**config.mk**
```make
export PLATFORM = sky130hd
export DESIGN_NAME = lbm_velocity_div
export DESIGN_NICKNAME = d
export VERILOG_FILES = /design/src/rtl/lbm_pkg.sv /design/src/rtl/lbm_velocity_div_udiv_seq.sv /design/src/rtl/lbm_velocity_div.sv
export SDC_FILE = /design/constraint.sdc
export NUM_CORES = 1
export LEC_CHECK = 0
export BUFFER_PORTS_ARGS = -buffer_cell sky130_fd_sc_hd__buf_2
export CAP_MARGIN = 5
export CORE_AREA = 2 2 185 187
export DETAILED_ROUTE_END_ITERATION = 7
export DIE_AREA = 0 0 187 189
export GPL_ROUTABILITY_DRIVEN = 0
export HOLD_SLACK_MARGIN = 0.02
export MAX_ROUTING_LAYER = met4
export PLACE_DENSITY_LB_ADDON = 0.1
export SETUP_SLACK_MARGIN = 0.5
export SYNTH_ARGS = -nofsm -noshare
export SYNTH_HDL_FRONTEND = slang
export SYNTH_SLANG_ARGS = --single-unit
```
**constraint.sdc**
```tcl
create_clock -name Clk -period 4.02 [get_ports Clk]
set_input_delay 0.402 -clock Clk [delete_from_list [all_inputs] [get_ports Clk]]
set_output_delay 0.402 -clock Clk [all_outputs]
set_load 0.005 [all_outputs]
```
**src/rtl/lbm_pkg.sv**
```systemverilog
// Shared types and constants for the D2Q9 macroscopic-moment datapath.
package lbm_pkg;
  localparam int DATA_WIDTH = 32;
  localparam int FRAC_BITS  = 24;

  typedef logic signed [DATA_WIDTH-1:0] fixed_t;

  localparam fixed_t FIXED_MAX = 32'h7FFFFFFF;
  localparam fixed_t FIXED_MIN = 32'h80000000;

  typedef enum logic [1:0] {
    IDLE = 2'd0,
    CALC = 2'd1,
    DONE = 2'd2
  } div_state_t;
endpackage

```
**src/rtl/lbm_velocity_div_udiv_seq.sv**
```systemverilog
// Bit-serial unsigned restoring divider datapath; sequencing is owned by the caller.
module udiv_seq #(
  parameter int N  = 56,
  parameter int DW = 32
) (
  input  logic          clk,
  input  logic          load,
  input  logic          step,
  input  logic [N-1:0]  dividend,
  input  logic [DW-1:0] divisor,
  output logic [N-1:0]  quotient
);
  logic [N-1:0]  dvd;
  logic [DW-1:0] dsr;
  logic [DW-1:0] rem;
  logic [DW:0]   rem_shift;
  logic [DW:0]   trial;
  logic          fits;

  // Partial remainder stays below the divisor, so DW+1 bits always hold the shifted value.
  always_comb begin
    rem_shift = {rem, dvd[N-1]};
    trial     = rem_shift - {1'b0, dsr};
    fits      = (rem_shift >= {1'b0, dsr});
  end

  always_ff @(posedge clk) begin
    if (load) begin
      dvd      <= dividend;
      dsr      <= divisor;
      rem      <= '0;
      quotient <= '0;
    end else if (step) begin
      dvd      <= {dvd[N-2:0], 1'b0};
      rem      <= fits ? trial[DW-1:0] : rem_shift[DW-1:0];
      quotient <= {quotient[N-2:0], fits};
    end
  end
endmodule

```
**src/rtl/lbm_velocity_div.sv**
```systemverilog
// Velocity ux = mx/rho, uy = my/rho in Q8.24 via two shared-control serial dividers.
module lbm_velocity_div
  import lbm_pkg::*;
(
  input  logic   Clk,
  input  logic   Reset,
  input  logic   in_valid,
  output logic   in_ready,
  input  fixed_t rho,
  input  fixed_t mx,
  input  fixed_t my,
  output logic   out_valid,
  input  logic   out_ready,
  output fixed_t ux,
  output fixed_t uy,
  output logic   div_zero
);
  localparam int N     = DATA_WIDTH + FRAC_BITS;
  localparam int CNT_W = $clog2(N);

  div_state_t       state, state_next;
  logic [CNT_W-1:0] counter;
  logic             accept, load, step;
  logic             sign_x, sign_y;
  logic [N-1:0]     qx, qy;

  function automatic logic [DATA_WIDTH-1:0] mag(input fixed_t v);
    return v[DATA_WIDTH-1] ? (~v) + fixed_t'(1) : v;
  endfunction

  // Quotients beyond the Q8.24 range clamp to the signed extremes.
  function automatic fixed_t saturate(input logic [N-1:0] q, input logic neg);
    if (|q[N-1:DATA_WIDTH-1])
      return neg ? FIXED_MIN : FIXED_MAX;
    return neg ? -fixed_t'(q[DATA_WIDTH-1:0]) : fixed_t'(q[DATA_WIDTH-1:0]);
  endfunction

  always_ff @(posedge Clk or posedge Reset) begin
    if (Reset) state <= IDLE;
    else       state <= state_next;
  end

  always_comb begin
    state_next = state;
    unique case (state)
      IDLE: if (accept) state_next = (rho == '0) ? DONE : CALC;
      CALC: if (counter == '0) state_next = DONE;
      DONE: if (out_valid && out_ready) state_next = IDLE;
      default: state_next = IDLE;
    endcase
  end

  always_comb begin
    in_ready = (state == IDLE) && !Reset;
    accept   = in_valid && in_ready;
    load     = accept;
    step     = (state == CALC);
  end

  always_ff @(posedge Clk or posedge Reset) begin
    if (Reset) begin
      counter   <= '0;
      sign_x    <= 1'b0;
      sign_y    <= 1'b0;
      out_valid <= 1'b0;
      ux        <= '0;
      uy        <= '0;
      div_zero  <= 1'b0;
    end else begin
      if (accept) begin
        counter  <= CNT_W'(N - 1);
        sign_x   <= mx[DATA_WIDTH-1] ^ rho[DATA_WIDTH-1];
        sign_y   <= my[DATA_WIDTH-1] ^ rho[DATA_WIDTH-1];
        div_zero <= (rho == '0);
      end else if (step && counter != '0) begin
        counter <= counter - 1'b1;
      end
      // First DONE cycle registers the final result; it then holds until consumed.
      if (state == DONE && !out_valid) begin
        out_valid <= 1'b1;
        ux        <= div_zero ? '0 : saturate(qx, sign_x);
        uy        <= div_zero ? '0 : saturate(qy, sign_y);
      end else if (out_valid && out_ready) begin
        out_valid <= 1'b0;
      end
    end
  end

  udiv_seq #(.N(N), .DW(DATA_WIDTH)) u_div_x (
    .clk      (Clk),
    .load     (load),
    .step     (step),
    .dividend ({mag(mx), {FRAC_BITS{1'b0}}}),
    .divisor  (mag(rho)),
    .quotient (qx)
  );

  udiv_seq #(.N(N), .DW(DATA_WIDTH)) u_div_y (
    .clk      (Clk),
    .load     (load),
    .step     (step),
    .dividend ({mag(my), {FRAC_BITS{1'b0}}}),
    .divisor  (mag(rho)),
    .quotient (qy)
  );
endmodule
```
### Word level (Yosys, flattened, before mapping)

Index checks and enable logic that the tools add are counted.
Widths: inputs -> output; s select.

| cells by class | value |
|---|---|
| add/sub/neg operators | 8 |
| order comparisons | 2 |
| equality and inequality tests | 5 |
| multiplexer cells | 32 |
| bitwise logic cells | 5 |
| reductions and logical operators | 17 |

Operators by type and width:

| cell | number |
|---|---|
| $mux 32 | 14 |
| $mux 56 | 4 |
| $add 32x2->32 const B | 3 |
| $not 32->32 | 3 |
| $ge 33x32->1 | 2 |
| $neg 32->32 | 2 |
| $sub 32x32->32 | 2 |
| $reduce_or 25->1 | 2 |
| $logic_not 32->1 | 1 |
| $mux 31 | 1 |
| $mux 6 | 2 |
| $mux 2 | 4 |
| $logic_not 6->1 | 1 |
| $mux 1 | 6 |
| $pmux 2 s3 | 1 |
| $reduce_bool 2->1 | 3 |
| $reduce_bool 6->1 | 1 |
| $sub 6x1->6 const B | 1 |
| $logic_and 1x1->1 | 5 |
| $ne 2x1->1 const B | 2 |
| $reduce_and 3->1 | 1 |
| $eq 2x1->1 const B | 1 |
| $eq 2x2->1 const B | 1 |
| $logic_not 1->1 | 2 |
| other kinds (3) | 4 |

| word-level totals | value |
|---|---|
| flip-flop bits (word level) | 348 |
| input bits | 100 |
| output and inout port bits | 67 |

### Longest topological paths before layout

Gate-level depths: netlist of run 1.

| depth | value |
|---|---|
| depth in word-level cells | 5 |
| mapped depth | 14 |

### Cells and area by module

From an unflattened synthesis of run 1, not the netlist that was laid out.

| unflattened totals | value |
|---|---|
| cell total of the unflattened synthesis | 2481 |
| area total of the unflattened synthesis | 24382.1 um2 |

Modules (own cells, without submodules):

| module | instances | cells each | area an instance (um2) | sequential area each (um2) |
|---|---|---|---|---|
| udiv_seq | 2 | 800 | 8632.0 | 4404.2 |
| lbm_velocity_div | 1 | 881 | 7118.1 | 1901.8 |

### Worst setup path before layout of run 1

No wires, ideal clock.

| path | value |
|---|---|
| path type | register to register |
| start | reg state[1] |
| end | reg u_div_x.dvd[24], enable pin |
| setup time | 0.418 ns |
| data arrival time | 3.121 ns |
| data required time | 3.602 ns |
| slack | 0.481 ns |
| cell stages (with the launch flop) | 7 |
| buffers on the path | 1 |
| cells stage by stage | dfrtp_1 > nor3_1 > nand2_1 > clkinv_1 > nor2_1 > clkbuf_1 > inv_1 |

| on the way | value |
|---|---|
| longest elaborated chain between the ends | 4 |
| elaborated cells on any way between the ends | 5 |
| classes of those cells | eq/ne: 1; reduce/logical: 4 |

RTL lines:

| what | RTL line | RTL |
|---|---|---|
| start: declaration | lbm_velocity_div.sv:21 | `div_state_t state, state_next;` |
| start signal: assignment | lbm_velocity_div.sv:40 | `else state <= state_next;` |
| $logic_not 2->1 | lbm_velocity_div.sv:54 | `in_ready = (state == IDLE) && !Reset;` |
| $logic_and 1x1->1 | lbm_velocity_div.sv:54 |  |
| named net in_ready | lbm_velocity_div.sv:8 | `output logic in_ready,` |
| $logic_and 1x1->1 | lbm_velocity_div.sv:55 | `accept = in_valid && in_ready;` |
| named net accept | lbm_velocity_div.sv:23 | `logic accept, load, step;` |
| $reduce_bool 2->1 (no source line) | - |  |
| end signal: assignment | lbm_velocity_div_udiv_seq.sv:29 | `dvd <= dividend;` |
| end signal: assignment | lbm_velocity_div_udiv_seq.sv:34 | `dvd <= {dvd[N-2:0], 1'b0};` |
| end: declaration | lbm_velocity_div_udiv_seq.sv:13 | `logic [N-1:0] dvd;` |

The timed path passes the listed nets, and every way through them passes these cells.
A chain may end at the register's enable or synchronous reset.

==> out/metrics.cfg, run 1 <==
[yosys]
yosysWarnings = 0
synth_area_leaders = dfxtp_1 (18%), edfxtp_1 (15%), dfrtp_1 (9.6%), nand2_1 (8.7%), o21ai_0 (6.2%)
synth_area_per_cell_um2 = 8.43
synth_common_cells = nand2_1 (459), o21ai_0 (246), dfxtp_1 (176)
yosysTopAreaCell = dfxtp_1
async_flop_share = 0.218
yosysSeqAreaShare = 0.419
synth_top_area_share = 0.178
ys.flop_type = dfxtp_1
synthCells = 2354
syn-num-nets = 2527
yosys.cell_count.top_type = nand2_1
syn-cell-area_mm2 = 0.0198
ys_ff_latch = 348
synth_edf_count = 96
synth_cell_types = 69

[clock_tree]
clock_sinks = 348
h-tree-depth = 2
clockBufferDepth = 3
path_clk_slew_ps = 60
cts-buffers-inserted = 39
cts_root_buffer = clkbuf_16
cts_tree = done
insertion_delay_ps = 540

[critical_path]
path_delay_family = compound AO/OA/AOI/OAI gates
crit_chain = ha_1 -> fa_1 -> nand2b_1 -> a21o_1 -> a211oi_1 -> nor3b_1 -> buf_4 -> a311oi_1 -> o21ai_1 -> mux2i_1 -> a211oi_1 -> a311o_1
worstPathRequired_ps = 4450
startpoint_type = flop
cp_slowest_cell = a311oi_1
critical_path_class = reg2reg
crit_path_max_incr_delay_ps = 470
critical_path_arrival_ps = 3790
cp_max_fo = 4
crit_cells = 12
worstRegToRegCells = 12
cp_num_buf_inv = 1
crit_path_frequent_cell = a211oi_1
end_kind = flop

[floorplan]
die_h_um = 189
io_pins = 167
num_rows = 67
core_area_mm2 = 0.0333
dieArea_mm2 = 0.0353
die_w_um = 187
start_util = 0.596

[timing]
period_minus_slack_ps = 3360
relSlewSlack = 0.441
final-hold-violation-count = 0
skew_ps = 15.5
hold_slack_ps = 74.9
setup_tns_ps = 0
fmaxAchievable_mhz = 298
period_share = 0.835
rsz0062_at_grt = no
final_max_slew_viol_count = 0
tightestPinTransition_ps = 838
finalSetupViolations = 0

[placed_design]
dp_hpwl_mm = 32.5
port_buffers = 166

[route]
drtPass1Iterations = 5
ant_nets = 0
vias = 17300
wl_mm = 47.1
wl_per_cell_um = 16.1
drtIter0Drc = 1379
vias_per_cell = 5.91
drc = 0

[layout]
finalNetCount = 2620
n_fill_cell = 2889
area_growth_pct = 12.6
diodes = 0
layout-drive-gt1-share = 0.116

[global_routing]
grt_pass1_wl_mm = 78.6
first_global_vias = 16200
grt_max_degree = 98
grt_use_total = 0.270
antenna_found_initial = 0
grt-ovfl-total = 0

[power]
leakage_nw = 9.96
powerDensity_mw_per_mm2 = 956
ir_worst_vdd_mv = 0.715

[hold_path]
min_path_cells = 2
worstHoldPathType = in2reg

[outcome]
status = complete, no violations

[run]
drv_cap = 0

power by group:
group | switching (mW) | internal, mW | leakage [nW] | total [mW]
clock | 1.44 | 2.20 | 0.633 | 3.64
sequential | 1.21 | 5.33 | 3.26 | 6.54
combinational | 6.78 | 4.40 | 6.07 | 11.2
final timing paths:
path | to | slack, ps | from
min reg2reg | u_div_y.quotient[46]$_SDFFE_PP0P_ | 450 | u_div_y.quotient[45]$_SDFFE_PP0P_
max reg2reg | u_div_y.rem[28]$_SDFFE_PP0P_ | 660 | u_div_x.dsr[0]$_DFFE_PP_
max in group asynchronous | uy[13]$_DFFE_PP0P_ | 2560 | Reset
min | out_valid$_DFFE_PP0P_ | 70 | out_ready
max | u_div_y.rem[28]$_SDFFE_PP0P_ | 660 | u_div_x.dsr[0]$_DFFE_PP_
min in group asynchronous | out_valid$_DFFE_PP0P_ | 560 | Reset
layout by cell type (no fill, tap or decap), drive strengths merged, types with 65 or more instances in the layout:
cell type / n
a21oi: 91
dfrtp: 76
nor2: 111
buf: 195
nand2: 459
ha: 71
o21ai: 253
xnor2: 100
dfxtp: 176
nand3: 162
edfxtp: 96
inv: 65
xor2: 85
routing by layer:
layer	vias up	GRT usage	wire length, µm	part of all wire
li1	8548	-	-	-
met1	8088	0.352	21200	0.45
met2	535	0.438	22000	0.47
met3	109	0.0378	2590	0.055
met4	0	0.0842	1280	0.027
met5	-	-	0	0
cells by family after synthesis:
family | count (synthesis) | share of synthesized area
simple gates | 921 | 0.212
compound gates | 574 | 0.179
flops | 348 | 0.419
buf+inv | 211 | 0.0402
xor+xnor | 185 | 0.0817
fa+ha+maj | 73 | 0.0468
mux | 42 | 0.0212
stage by stage:
stage,power (mW),utilization,setup slack [ps],cell area (µm²),cells
finish,21.4,0.672,663,22300,2926
global route,23.3,0.672,507,22300,2926
CTS,21.4,0.670,500,22300,2925
detailed placement,17.6,0.631,436,21000,2852
global placement,17.3,0.631,590,21000,2852
floorplan,14.8,-,858,19800,2354
flip-flops by register name, indices dropped and copies added (netlist names), 2 cells and up:
register,flops
u_div_x.dvd,32
u_div_x.rem,32
uy,32
u_div_x.quotient,56
state,2
u_div_y.rem,32
u_div_y.dvd,32
u_div_x.dsr,32
u_div_y.quotient,56
counter,6
ux,32
cell type report:
type | instances | area [µm²] | area share
Tap cell | 448 | 561 | 0.0251
Clock inverter | 17 | 228 | 0.0102
Multi-Input combinational cell | 1795 | 10800 | 0.484
Inverter | 67 | 258 | 0.0115
Clock buffer | 55 | 1080 | 0.0482
Sequential cell | 348 | 8310 | 0.372
Timing Repair Buffer | 196 | 1110 | 0.0495
what timing repair did:
action                     CTS  global route
pin swaps                    0             1
setup endpoints to repair   10            55
buffers inserted             0             1
resized for setup            2            10
hold endpoints to repair     3             0
hold buffers                 1             0
gates cloned                 0             0
(Power assumes the default switching activity.)
==> run 2: changes to the inputs <==
==> constraint.sdc (replaced) <==
create_clock -name Clk -period 3.5 [get_ports Clk]
set_input_delay 0.35 -clock Clk [delete_from_list [all_inputs] [get_ports Clk]]
set_output_delay 0.35 -clock Clk [all_outputs]
set_load 0.005 [all_outputs]
==> run 2 against run 1 <==
Net effect:
- via count rose by 3.2%
- utilization up 3.5 points
- maximum frequency rose by 9.2%
- largest cell class unchanged
- critical endpoint unchanged
- critical path depth is the same
- global-route usage is 0.50 points higher
- sequential power grew 16%
==> out/metrics.cfg, run 2 (synthesized netlist as in run 1, its figures left out) <==
[outcome]
status = complete, no violations

[timing]
rsz0062_at_grt = yes
relSlewSlack = 0.360  ; -0.0813
period_share = 0.878  ; +0.0431
setup_tns_ps = 0  ; unchanged
hold_slack_ps = 67.1  ; -7.78 ps
final_max_slew_viol_count = 0  ; unchanged
tightestPinTransition_ps = 960  ; +122 ps
period_minus_slack_ps = 3070  ; -283 ps
skew_ps = 14.9  ; -0.599 ps
finalSetupViolations = 0  ; unchanged
fmaxAchievable_mhz = 325  ; +9.2%
final-hold-violation-count = 0  ; unchanged

[critical_path]
reg2reg_slack_ps = 430  ; -240 ps
critical_path_class = reg2reg
cp_max_fo = 3  ; -1
end_kind = flop
critical_path_arrival_ps = 3510  ; -280 ps
startpoint_type = flop
worstPathRequired_ps = 3930  ; -520 ps
worstRegToRegCells = 12  ; unchanged
r2r_start = u_div_x.dsr[0]$_DFFE_PP_
timing.rr.end = u_div_y.rem[28]$_SDFFE_PP0P_

[route]
vias_per_cell = 6.01  ; +1.7%
vias = 17800  ; +3.2%
drtPass1Iterations = 6  ; +1
ant_nets = 0  ; unchanged
wl_mm = 50.3  ; +6.8%
wl_per_cell_um = 16.9  ; +5.3%
drtIter0Drc = 1531  ; +11%
drc = 0  ; unchanged

[power]
report.power.total_mw = 26.0  ; +22%
powerDensity_mw_per_mm2 = 1110  ; +16%
ir_worst_vdd_mv = 0.530  ; -26%
leakage_nw = 10.2  ; +2.9%

[floorplan]
die_w_um = 187  ; unchanged
core_area_mm2 = 0.0333  ; unchanged
die_h_um = 189  ; unchanged
io_pins = 167  ; unchanged
start_util = 0.596  ; unchanged
dieArea_mm2 = 0.0353  ; unchanged
num_rows = 67  ; unchanged

[clock_tree]
clockBufferDepth = 3  ; unchanged
cts_tree = done
clock_sinks = 348  ; unchanged
path_clk_slew_ps = 60  ; about the same
cts-buffers-inserted = 39  ; unchanged
h-tree-depth = 2  ; unchanged
cts_root_buffer = clkbuf_16
insertion_delay_ps = 550  ; about the same

[layout]
diodes = 0  ; unchanged
area_growth_pct = 18.4
layout_common_cells = nand2_1 (454), o21ai_0 (223), dfxtp_1 (176)
finalNetCount = 2665  ; +1.7%
n_fill_cell = 2645  ; -8.4%
layout-drive-gt1-share = 0.176  ; +0.0602
layout_commonest_cell = nand2_1
largestRegisters = u_div_x.quotient x56, u_div_y.quotient x56

[global_routing]
antenna_found_initial = 0  ; unchanged
grt-ovfl-total = 0  ; unchanged
grt_max_degree = 164  ; +67%
first_global_vias = 16000  ; -1.4%
grt_use_total = 0.275  ; +0.00502
grt_pass1_wl_mm = 79.5  ; +1.1%

[placed_design]
dp_hpwl_mm = 32.2  ; -1.0%
port_buffers = 166  ; unchanged

[hold_path]
hold_end = u_div_x.dsr[0]$_DFFE_PP_
min_path_cells = 1  ; -1
hp-start = rho[0]
worstHoldPathType = in2reg

[run]
drv_cap = 0  ; unchanged

[run 2: repair_timing]
| item | CTS | global route |
|---|---|---|
| setup buffers | 10 | 27 |
| pin swaps | 11 | 41 |
| gates resized for setup | 47 | 132 |
| cloned | 2 | 2 |
| hold buffers | 2 | 0 |
| hold endpoints to repair | 14 | 0 |
| setup endpoints to repair | 66 | 78 |
[run 2: layout make-up]
| type | count | area, µm² | share of cell area |
|---|---|---|---|
| tap | 448 | 561 | 0.0239 |
| clock buffer | 58 | 1150 | 0.0489 |
| multi-input combinational | 1795 | 11500 | 0.490 |
| inverter | 67 | 262 | 0.0111 |
| timing repair buffer | 241 | 1580 | 0.0671 |
| sequential | 348 | 8310 | 0.354 |
| clock inverter | 13 | 119 | 0.00506 |
[run 2: how the worst max path moves through the flow]
| stage | startpoint | to | slack [ps] |
|---|---|---|---|
| finish | u_div_x.dsr[0]$_DFFE_PP_ | u_div_y.rem[28]$_SDFFE_PP0P_ | 430 |
| global route | u_div_x.dvd[55]$_DFFE_PP_ | u_div_x.rem[30]$_SDFFE_PP0P_ | 300 |
| global placement | my[0] | u_div_y.dvd[54]$_DFFE_PP_ | 180 |
| floorplan | my[12] | u_div_y.dvd[54]$_DFFE_PP_ | 420 |
| detailed placement | my[0] | u_div_y.dvd[54]$_DFFE_PP_ | 40 |
| CTS | u_div_x.dsr[6]$_DFFE_PP_ | u_div_x.rem[27]$_SDFFE_PP0P_ | 470 |
[run 2: power by group]
group,internal [mW],total [mW],switching (mW)
registers,6.12,7.59,1.47
clock network,2.36,4.02,1.66
logic,5.96,14.4,8.45
[run 2: metal layers]
metal  up-vias  track usage  wire, µm
met2       677        0.444     23900
met4         0       0.0809      1470
met1      8375        0.366     22100
met5         -            -         0
li1       8661            -         -
met3       124       0.0334      2840
[run 2: critical path, stage by stage (launching register included)]
cell	delay (ps)
edfxtp_1	400
buf_4	160
ha_4	170
fa_2	370
nand2b_4	160
a21o_1	200
a211oi_2	340
nor3b_2	110
a311oi_2	390
o21ai_2	130
mux2i_1	160
a211oi_1	80
a311o_1	280
[run 2: per-stage QoR]
step | setup WS (ps) | utilization | cell area, µm² | instances
final | 427 | 0.706 | 23500 | 2970
after global routing | 296 | 0.706 | 23500 | 2970
after CTS | 469 | 0.682 | 22700 | 2941
after detailed placement | 37.3 | 0.633 | 21100 | 2856
after global placement | 181 | 0.633 | 21100 | 2856
after floorplan | 420 | - | 19900 | 2354
==> run 3: changes to the inputs <==
--- a/config.mk
+++ b/config.mk
@@ -5,11 +5,12 @@
 export SDC_FILE = /design/constraint.sdc
 export NUM_CORES = 1
 export LEC_CHECK = 0
+export ABC_AREA = 1
 export BUFFER_PORTS_ARGS = -buffer_cell sky130_fd_sc_hd__buf_2
 export CAP_MARGIN = 5
-export CORE_AREA = 2 2 185 187
+export CORE_AREA = 2 2 274 276
 export DETAILED_ROUTE_END_ITERATION = 7
-export DIE_AREA = 0 0 187 189
+export DIE_AREA = 0 0 276 278
 export GPL_ROUTABILITY_DRIVEN = 0
 export HOLD_SLACK_MARGIN = 0.02
 export MAX_ROUTING_LAYER = met4
@@ -17,4 +18,5 @@
 export SETUP_SLACK_MARGIN = 0.5
 export SYNTH_ARGS = -nofsm -noshare
 export SYNTH_HDL_FRONTEND = slang
+export SYNTH_HIERARCHICAL = 1
 export SYNTH_SLANG_ARGS = --single-unit
==> run 3 against run 2 <==
Net effect:
- maximum frequency is 13% higher
- utilization shrank 29 points
- worst setup slack improved by 360 ps
- area after synthesis rose by 37%
- the flow now finishes with violations (design-rule violations)
- via count is 35% higher
- highest routed layer unchanged
- largest cell class unchanged
- clock-buffer cell count is 13 higher
- synthesized cell count is 66% higher
==> out/metrics.cfg, run 3 <==
[outcome]
status = complete, but fails checks
violations = design-rule violations

[layout]
layout_commonest_cell = nand2_1
finalNetCount = 4270  ; +60%
layout-drive-gt1-share = 0.107  ; -0.0695
layout_common_cells = nand2_1 (1432), inv_1 (587), nor2_1 (337)
diodes = 0  ; unchanged
area_growth_pct = 13.4
design_area_mm2 = 0.0307  ; +31%

[power]
seq_power_share = 0.340  ; +0.048
p_clk_frac = 0.280  ; +0.125
ir_worst_vdd_mv = 0.426  ; -20%
powerDensity_mw_per_mm2 = 645  ; -42%
p_int_mw = 11.9  ; -17%
pwr-share-comb = 0.380  ; -0.174
leakage_nw = 16.1  ; +57%
switching_power_mw = 7.89  ; -32%
switching_share = 0.398  ; -0.0473

[yosys]
synth_area_leaders = nand2_1 (20%), edfxtp_1 (20%), dfxtp_1 (13%), inv_1 (8.2%), dfrtp_1 (7.0%)
synth_common_cells = nand2_1 (1432), inv_1 (591), nor2_1 (339)
yosys.cell_count.top_type = nand2_1
synth_top_area_share = 0.198  ; +0.0208
synthCells = 3918  ; +66%
async_flop_share = 0.178  ; -0.0408
synth_edf_count = 176  ; +83%
yosysWarnings = 6  ; +6
ys.flop_type = edfxtp_1
synth_area_per_cell_um2 = 6.92  ; -18%
yosysSeqAreaShare = 0.395  ; -0.0234
synth_cell_types = 56  ; -19%
ys_ff_latch = 428  ; +23%
syn-cell-area_mm2 = 0.0271  ; +37%
yosysTopAreaCell = nand2_1

[route]
vias_per_cell = 4.71  ; -22%
ant_nets = 0  ; unchanged
drc = 9  ; +9
wl_mm = 76.6  ; +52%
wl_per_cell_um = 15.0  ; -11%
vias = 24100  ; +35%
drtPass1Iterations = 7  ; +1
drtIter0Drc = 1680  ; +9.7%

[timing]
finalSetupViolations = 0  ; unchanged
rsz0062_at_grt = no
fmaxAchievable_mhz = 369  ; +13%
period_minus_slack_ps = 2710  ; -360 ps
setup_tns_ps = 0  ; unchanged
tightestPinTransition_ps = 1060  ; +104 ps
period_share = 0.775  ; -0.103
final_max_slew_viol_count = 0  ; unchanged
final-hold-violation-count = 0  ; unchanged
relSlewSlack = 0.291  ; -0.0693
hold_slack_ps = 62.7  ; -4.45 ps
skew_ps = 16.1  ; +1.22 ps

[critical_path]
cp_slowest_cell = nand2_4
critical_path_class = reg2reg
crit_chain = inv_1 -> ha_1 -> nand2_2 -> inv_2 -> a21oi_2 -> nand3_2 -> nand2_2 -> nand2_2 -> nand2_4 -> nand2_4 -> inv_2 -> nand2_1 -> nand3_1 -> o21ai_0
crit_path_frequent_cell = nand2_2
startpoint_type = flop
end_kind = flop
worstPathRequired_ps = 3970  ; +40 ps
critical_path_arrival_ps = 3180  ; -330 ps
cp_max_fo = 38  ; +35
crit_path_max_incr_delay_ps = 400  ; about the same

[run]
drv_cap = 0  ; unchanged

[clock_tree]
insertion_delay_ps = 610  ; +60 ps
cts_root_buffer = clkbuf_16
h-tree-depth = 2  ; unchanged
clockBufferDepth = 3  ; unchanged
clock_sinks = 428  ; +23%
cts_tree = done
path_clk_slew_ps = 60  ; about the same
cts-buffers-inserted = 51  ; +31%

[floorplan]
die_w_um = 276  ; +48%
start_util = 0.367  ; -0.229
num_rows = 100  ; +49%
die_h_um = 278  ; +47%
io_pins = 167  ; unchanged
core_area_mm2 = 0.0738  ; +120%
dieArea_mm2 = 0.0767  ; +120%

[global_routing]
grt-ovfl-total = 0  ; unchanged
grt_use_total = 0.206  ; -0.0693
first_global_vias = 23100  ; +44%
grt_pass1_wl_mm = 125  ; +58%
antenna_found_initial = 1  ; +1
grt_max_degree = 66  ; -60%

[placed_design]
place_area_mm2 = 0.0289  ; +37%
port_buffers = 166  ; unchanged
dp_hpwl_mm = 57.0  ; +77%

[hold_path]
worstHoldPathType = in2reg

[run 3: layout make-up]
| cell class | instances | area [µm²] |
|---|---|---|
| clock inverters | 25 | 214 |
| clock buffers | 71 | 1580 |
| flip-flops and latches | 428 | 10700 |
| repair buffers | 199 | 1110 |
| inverters | 615 | 2330 |
| multi-input cells | 2802 | 13600 |
| fillers | 7919 | 43100 |
| well taps | 969 | 1210 |
[run 3: cells by family after synthesis]
| group | after synthesis | share of synthesized area |
|---|---|---|
| compound gates | 284 | 0.0602 |
| xor+xnor | 100 | 0.0323 |
| fa+ha+maj | 73 | 0.0343 |
| buf+inv | 735 | 0.110 |
| flops | 428 | 0.395 |
| other cells | 1 | 0.000138 |
| simple gates | 2297 | 0.367 |
[run 3: power by group through the flow]
stage / Clock, mW / Sequential [mW] / Combinational [mW]
floorplan: 0 / 6.56 / 6.08
global placement: 0 / 6.84 / 7.49
detailed placement: 0 / 6.83 / 7.51
CTS: 5.73 / 6.74 / 7.55
global route: 5.92 / 6.85 / 8.76
finish: 5.55 / 6.74 / 7.54
[run 3: routing by layer]
layer / GRT usage / routed length [µm] / up-vias
met5: - / 0 / -
met4: 0.0597 / 2030 / 0
met1: 0.288 / 38500 / 10800
met2: 0.314 / 32900 / 469
met3: 0.0226 / 3250 / 104
li1: - / - / 12700
[run 3: path summary, 6_finish.rpt]
| path | from | end | slack, ps | cells past startpoint |
|---|---|---|---|---|
| worst max-delay path | u_div_y/dsr[8]$_DFFE_PP_ | u_div_y/rem[0]$_SDFFE_PP0P_ | 790 | 14 |
| worst min-delay path | mx[0] | u_div_x/dvd[24]$_DFFE_PP_ | 60 | 3 |
| worst max register to register | u_div_y/dsr[8]$_DFFE_PP_ | u_div_y/rem[0]$_SDFFE_PP0P_ | 790 | 14 |
| worst min register to register | u_div_x/quotient[55]$_SDFFE_PP0P_ | u_div_x/quotient[55]$_SDFFE_PP0P_ | 470 | 2 |
| max in group asynchronous | Reset | ux[15]$_DFFE_PP0P_ | 2250 | 4 |
| min in group asynchronous | Reset | uy[10]$_DFFE_PP0P_ | 450 | 3 |
[run 3: repair_timing]
action	4_1_cts	5_1_grt
buffers inserted	0	0
setup endpoints to repair	0	48
gates resized for setup	0	1
hold buffers	3	0
endpoints found under the hold margin	43	0
[run 3: through the flow]
stage	std cells	util	power, mW	worst slack, ps
2_1_floorplan	3965	-	12.6	551
3_3_place_gp	5010	0.392	14.3	802
3_5_place_dp	5010	0.392	14.3	697
4_1_cts	5109	0.416	20.0	675
5_1_grt	5109	0.416	21.5	522
6_report	5109	0.416	19.8	787
[run 3: worst max-delay path: cells and delay by family (launching register included)]
| kind | cells | cell delay (ps) |
|---|---|---|
| adders and majority gates | 1 | 360 |
| buffers and inverters | 3 | 330 |
| and+or+nand+nor | 8 | 1320 |
| DFF | 1 | 320 |
| AOI/OAI and AO/OA | 2 | 230 |
